`config.mk`:
```
export PLATFORM = sky130hd
export DESIGN_NAME = memory_arbiter
export DESIGN_NICKNAME = d
export VERILOG_FILES = /design/src/rtl/memory_arbiter.sv
export SDC_FILE = /design/constraint.sdc
export NUM_CORES = 1
export LEC_CHECK = 0
export CORE_AREA = 8 8 189 191
export DETAILED_ROUTE_END_ITERATION = 8
export DIE_AREA = 0 0 197 199
export HOLD_SLACK_MARGIN = 0.03
export SLEW_MARGIN = 20
export SYNTH_ARGS = -nofsm -noshare
export SYNTH_HDL_FRONTEND = slang
export SYNTH_SLANG_ARGS = --single-unit
```
`constraint.sdc`:
```
create_clock -name CLK -period 2.12 [get_ports CLK]
set_input_delay 0.318 -clock CLK [delete_from_list [all_inputs] [get_ports CLK]]
set_output_delay 0.318 -clock CLK [all_outputs]
set_load 0.02 [all_outputs]
```
`src/rtl/memory_arbiter.sv`:
```
// Two-CPU memory arbiter: one RAM transaction at a time, dWEN > dREN > iREN, round-robin ties.
// Define MEMARB_SNOOP_EN to insert a one-cycle snoop of the other cache ahead of data reads.
module memory_arbiter #(
    parameter int unsigned CPUS = 2
) (
    input  logic                  CLK,
    input  logic                  RST,
    input  logic [CPUS-1:0]       iREN,
    input  logic [CPUS-1:0]       dREN,
    input  logic [CPUS-1:0]       dWEN,
    input  logic [CPUS-1:0][31:0] iaddr,
    input  logic [CPUS-1:0][31:0] daddr,
    input  logic [CPUS-1:0][31:0] dstore,
    input  logic [CPUS-1:0]       ccwrite,
    input  logic [CPUS-1:0]       cctrans,
    output logic [CPUS-1:0]       iwait,
    output logic [CPUS-1:0]       dwait,
    output logic [CPUS-1:0][31:0] iload,
    output logic [CPUS-1:0][31:0] dload,
    output logic [CPUS-1:0]       ccwait,
    output logic [CPUS-1:0]       ccinv,
    output logic [CPUS-1:0][31:0] ccsnoopaddr,
    output logic                  ramREN,
    output logic                  ramWEN,
    output logic [31:0]           ramaddr,
    output logic [31:0]           ramstore,
    input  logic [31:0]           ramload,
    input  logic [1:0]            ramstate
);

    localparam logic [1:0] RamAccess = 2'd2;

    typedef enum logic [2:0] {StIdle, StSnoop, StDread, StDwrite, StIfetch} state_e;

    state_e state_q;
    logic   g_q;
    logic   rr_q;
    logic   live;
    logic   done;

    // CPU ptr wins when it requests, otherwise the other one does.
    function automatic logic pick(input logic [CPUS-1:0] req, input logic ptr);
        return req[ptr] ? ptr : ~ptr;
    endfunction

    always_comb begin
        case (state_q)
            StSnoop, StDread: live = dREN[g_q];
            StDwrite:         live = dWEN[g_q];
            StIfetch:         live = iREN[g_q];
            default:          live = 1'b0;
        endcase
    end

    assign done = live && (ramstate == RamAccess) && (state_q != StSnoop);

    always_ff @(posedge CLK) begin
        if (RST) begin
            state_q <= StIdle;
            g_q     <= 1'b0;
            rr_q    <= 1'b0;
        end else begin
            unique case (state_q)
                StIdle: begin
                    if (|dWEN) begin
                        g_q     <= pick(dWEN, rr_q);
                        state_q <= StDwrite;
                    end else if (|dREN) begin
                        g_q     <= pick(dREN, rr_q);
`ifdef MEMARB_SNOOP_EN
                        state_q <= StSnoop;
`else
                        state_q <= StDread;
`endif
                    end else if (|iREN) begin
                        g_q     <= pick(iREN, rr_q);
                        state_q <= StIfetch;
                    end
                end
                StSnoop: state_q <= live ? StDread : StIdle;
                default: begin
                    // A dropped request aborts without touching the round-robin pointer.
                    if (!live) begin
                        state_q <= StIdle;
                    end else if (done) begin
                        state_q <= StIdle;
                        rr_q    <= ~g_q;
                    end
                end
            endcase
        end
    end

`ifdef MEMARB_SNOOP_EN
    logic other;
    assign other = ~g_q;
`else
    logic unused_cc;
    assign unused_cc = ^{ccwrite, cctrans};
`endif

    always_comb begin
        iwait       = '1;
        dwait       = '1;
        iload       = '0;
        dload       = '0;
        ccwait      = '0;
        ccinv       = '0;
        ccsnoopaddr = '0;
        ramREN      = 1'b0;
        ramWEN      = 1'b0;
        ramaddr     = '0;
        ramstore    = '0;
        if (live) begin
            case (state_q)
                StSnoop: begin
`ifdef MEMARB_SNOOP_EN
                    ccwait[other]      = 1'b1;
                    ccsnoopaddr[other] = daddr[g_q];
                    ccinv[other]       = ccwrite[g_q] & cctrans[g_q];
`endif
                end
                StDread: begin
                    ramREN  = 1'b1;
                    ramaddr = daddr[g_q];
                    if (done) begin
                        dwait[g_q] = 1'b0;
                        dload[g_q] = ramload;
                    end
                end
                StDwrite: begin
                    ramWEN   = 1'b1;
                    ramaddr  = daddr[g_q];
                    ramstore = dstore[g_q];
                    if (done) dwait[g_q] = 1'b0;
                end
                StIfetch: begin
                    ramREN  = 1'b1;
                    ramaddr = iaddr[g_q];
                    if (done) begin
                        iwait[g_q] = 1'b0;
                        iload[g_q] = ramload;
                    end
                end
                default: ;
            endcase
        end
    end

endmodule

```
# [Word level (Yosys, flattened, before mapping)]
# Cells that the tools add are included.
[totals] romBits=0 elab_cells=88 mem_count=0 inputBits=238 latch_bits=0 ramBits=0 out_inout_bits=266 regBits=5
[op_classes] n_shift=0 multipliers=0 order_cmp=3 eq_ne=8 reduce_logical=15 bitwise=5 mux=54 addsub=0 div=0
[ops] cell="$mux W32" n=10
[ops] cell="$mux W64" n=5
[ops] cell="$and A64 B64 Y64" n=1
[ops] cell="$pmux W32 S2" n=1
[ops] cell="$demux W32 S1" n=1
[ops] cell="$mux W1" n=23
[ops] cell="$mux W3" n=5
[ops] cell="$reduce_or A2 Y1" n=7
[ops] cell="$mux W2" n=6
[ops] cell="$eq A3 B2 Y1 const B" n=2
[ops] cell="$pmux W3 S2" n=1
[ops] cell="$lt A1 B2 Y1 const B" n=2
[ops] cell="$ne A4 B1 Y1 const B" n=1
[ops] cell="$ne A4 B4 Y1 const B" n=1
[ops] cell="$reduce_and A2 Y1" n=2
[ops] cell="$eq A3 B1 Y1 const B" n=1
[ops] cell="$eq A3 B3 Y1 const B" n=1
[ops] cell="$logic_and A1 B1 Y1" n=3
[ops] cell="$logic_not A3 Y1" n=1
[ops] cell="$ne A3 B1 Y1 const B" n=1
[ops] cell="$not A1 Y1" n=3
[ops] cell="$pmux W1 S3" n=1
[ops] cell="$reduce_and A3 Y1" n=1
[ops] cell="$reduce_bool A3 Y1" n=1
[ops] cell="4 further kinds" n=4

# [Longest topological paths before layout]
[logic_depth] depth_word=8 ltp_mapped=8 mapped_depth_nobuf=5

# [Worst setup path after synthesis]
# OpenSTA, ideal clock, no wires.
[synth_path] path_kind="register to output" from="register state_q[0]" to="output iload[10] (netlist name)" setup_slack_ps=-361 t_arrival_ps=2163 path_stages_with_launch=8 n_path_buf=4 required_ps=1802 path_cell_list="dfxtp_1 buf_2 or3b_1 buf_2 or2_1 buf_6 buf_2 nor4_1"
[synth_rtl] element="from (decl)" line_no="35" text="state_e state_q;"
[synth_rtl] element="from (signal assigned)" line_no="59" text="state_q <= StIdle;"
[synth_rtl] element="from (signal assigned)" line_no="67" text="state_q <= StDwrite;"
[synth_rtl] element="from (signal assigned)" line_no="73" text="state_q <= StDread;"
[synth_rtl] element="to (decl)" line_no="18" text="output logic [CPUS-1:0][31:0] iload,"

==> impl_metrics.csv <==
group,metric,value,unit
synthesis,postSynthAreaPerCell,6.68,µm²
grt,grt_overflow,0,
power,powerDensity,354,nW/µm²
finish,fin_nets,1271,
timing,holdWs,0.619,ns
timing,finalCritPeriodShare,114,%
drt,vias,5858,
clock_network,clkTransAtPathRegs,0.03,ns
clock_network,cts_buffer_depth,2,
synthesis,synth_edf_count,0,
power,finalPower,0.00370,W
timing,maxSlewViolCount,0,
placed_design,dpl.hpwl,21.9,mm
run,cap_violations,0,
timing,fin_tns_setup,-29.10,ns
clock_network,cts_buffers,3,
synthesis,yosysUniqueCellTypes,41,
synthesis,syn_inst,545,
floorplanning,die_w,197,µm
timing,hold_viol_final,0,
grt,first_global_vias,6541,
synthesis,synth-main-ff-cell,"dfxtp_1",
synthesis,async_flop_share,0,%
clock_network,cts_max_level,1,
grt,grt_pass1_wl,40.0,mm
synthesis,netlist.area_leader.share,26.7,%
floorplanning,rows,67,
floorplanning,ios,504,
drt,avgViaCountPerCell,3.96,
worst_setup_path,critical-path-slowest-cell,"dfxtp_4",
finish,diodes,0,
drt,routed_wl,28.1,mm
worst_hold_path,hp-class,"primary input to flip-flop",
floorplanning,initial_core_util,11.1,%
clock_network,tritoncts,"done",
worst_setup_path,crit_chain,"mux2_4 > a32o_2 > o21ai_4 > buf_12 > buf_16 > buf_12 > nor4_2 > buf_4",
finish,utilization,31.8,%
synthesis,yosysMostFrequentCell,"mux2i_1",
clock_network,cts_root_buf,"clkbuf_16",
synthesis,yosys_warnings,0,
synthesis,yosysSeqAreaShare,2.75,%
timing,rsz0062_at_grt,"true",
worst_setup_path,critical_path_class,"flip-flop to output port",
placed_design,io_buffers,431,
worst_setup_path,cp.required,1.80,ns
worst_setup_path,cp.arrival,2.10,ns
timing,max_freq,413,MHz
grt,grt_max_degree,54,
worst_setup_path,crit_fanout,6,
status,violations,"negative setup slack",
timing,layout_min_cycle_time,2.42,ns
worst_setup_path,start_kind,"flip-flop",
grt,grtUsageTotal,13.0,%
drt,drtIter0Drc,89,
synthesis,syn_area,3640,µm²
drt,firstDrtPassIters,6,
drt,ant_nets,0,
power,p_leak,4.35,nW
timing,fin_ws,-0.303,ns
worst_setup_path,slowest_delay,0.38,ns
synthesis,ys_ff_latch,5,
finish,drive_above_1_share,42.6,%
finish,area_growth,187,%
timing,setup_violations,167,
drt,drc,0,
power,irDropWorstVdd,233,µV
floorplanning,die_area,39200,µm²
clock_network,holdBufCountCts,0,
floorplanning,core_area,32900,µm²
timing,finClkSkew,0.00447,ns
synthesis,synth_area_leaders,"mux2i_1, buf_4, nor4_1",
finish,n_fill_cell,3464,
clock_network,clock_latency,0.23,ns
floorplanning,die_h,199,µm
clock_network,cts.sinks,5,
synthesis,netlist_top_cells_count,"mux2i_1, nor2_1, nor4_1, buf_4, and2_1",
status,status,"finished, violations left",
worst_setup_path,cp-end-kind,"output port",
placed_design,gp_congestion,0.837,
grt,antenna_found_initial,0,
worst_setup_path,crit_top_cell,"buf_12",
drt,routedWlPerCell,19.0,µm
synthesis,yosys.area.top_type,"mux2i_1",
## metrics by stage
| stage | cells | instance area, µm² | setup slack [ns] |
|---|---|---|---|
| after floorplan | 612 | 4690 | -0.165 |
| after global placement | 1449 | 9590 | -0.792 |
| after detailed placement | 1449 | 9590 | -0.804 |
| after CTS | 1477 | 10100 | -0.309 |
| after global routing | 1480 | 10500 | -0.354 |
| final | 1480 | 10500 | -0.303 |
## worst paths after layout
| check | start | to | slack (ns) | cells past startpoint |
|---|---|---|---|---|
| min | dWEN[1] | g_q | 0.62 | 3 |
| max reg2reg | g_q | rr_q | 0.05 | 7 |
| min reg2reg | state_q[2] | state_q[2] | 0.63 | 3 |
| max | g_q | dload[47] | -0.30 | 8 |
## routing by layer
layer	track usage [%]	routed length, µm	up-vias
met3	3.37	2190	28
met4	2.15	445	0
met2	25.2	15200	325
met5	0	0	-
li1	-	-	2779
met1	14.0	10300	2726
## report_power, final
| part | internal [W] | leakage [nW] | total, W | switching [W] |
|---|---|---|---|---|
| clock | 0.000250 | 0.0382 | 0.000322 | 0.0000718 |
| sequential | 0.000113 | 0.0428 | 0.000130 | 0.0000173 |
| combinational | 0.00151 | 4.27 | 0.00325 | 0.00174 |
## layout by cell type, fill, tap and decap left out, types with 4 or more instances in the layout
cell             instances
nand3_1                 14
clkbuf_16                6
clkbuf_2                 6
buf_12                  22
nor2b_1                  4
clkdlybuf4s50_1        227
nor4_4                  62
mux2i_2                  6
a21oi_1                  4
o22a_1                  32
buf_6                   69
inv_1                   22
and2_4                  26
buf_4                  163
nand2_1                  4
buf_8                    8
dlygate4sd2_1           24
buf_2                    9
and2_2                  10
and2_1                   6
o21ai_0                  5
mux2i_1                 90
nor4_2                  10
conb_1                  68
nor2_1                  72
nor2_4                  14
## logic make-up after synthesis
logic type / after synthesis / share of synthesized area [%]
DFF: 5 / 2.75
muxes: 100 / 27.6
xor gates and xnor gates: 1 / 0.241
other: 1 / 0.103
buffers and inverters: 150 / 23.5
AOI/OAI and AO/OA: 53 / 11.6
and+or+nand+nor: 235 / 34.2
## critical path, delay by kind of cell, from the launching register on
family | cells | cell delay [ns]
flip-flops | 1 | 0.38
buffers and inverters | 4 | 0.61
AND/OR/NAND/NOR | 1 | 0.05
AO/OA/AOI/OAI | 2 | 0.52
multiplexers | 1 | 0.30
## timing repair
item	4_1_cts	5_1_grt
setup endpoints to repair	196	196
pin swaps	33	48
setup buffers	17	5
cloned	7	4
resized for setup	1004	89
## registers in the layout, summed over array words and instances (netlist names)
register,cells
state_q,3
g_q,1
rr_q,1
## final cells by class
cell class,count,area [µm²],share of cell area [%]
Timing Repair Buffer,542,5410,51.7
Multi-Input combinational cell,457,4220,40.3
Tap cell,448,561,5.36
Sequential cell,5,108,1.03
Inverter,24,90.1,0.861
Clock buffer,4,78.8,0.753
(Power assumes the default switching activity.)
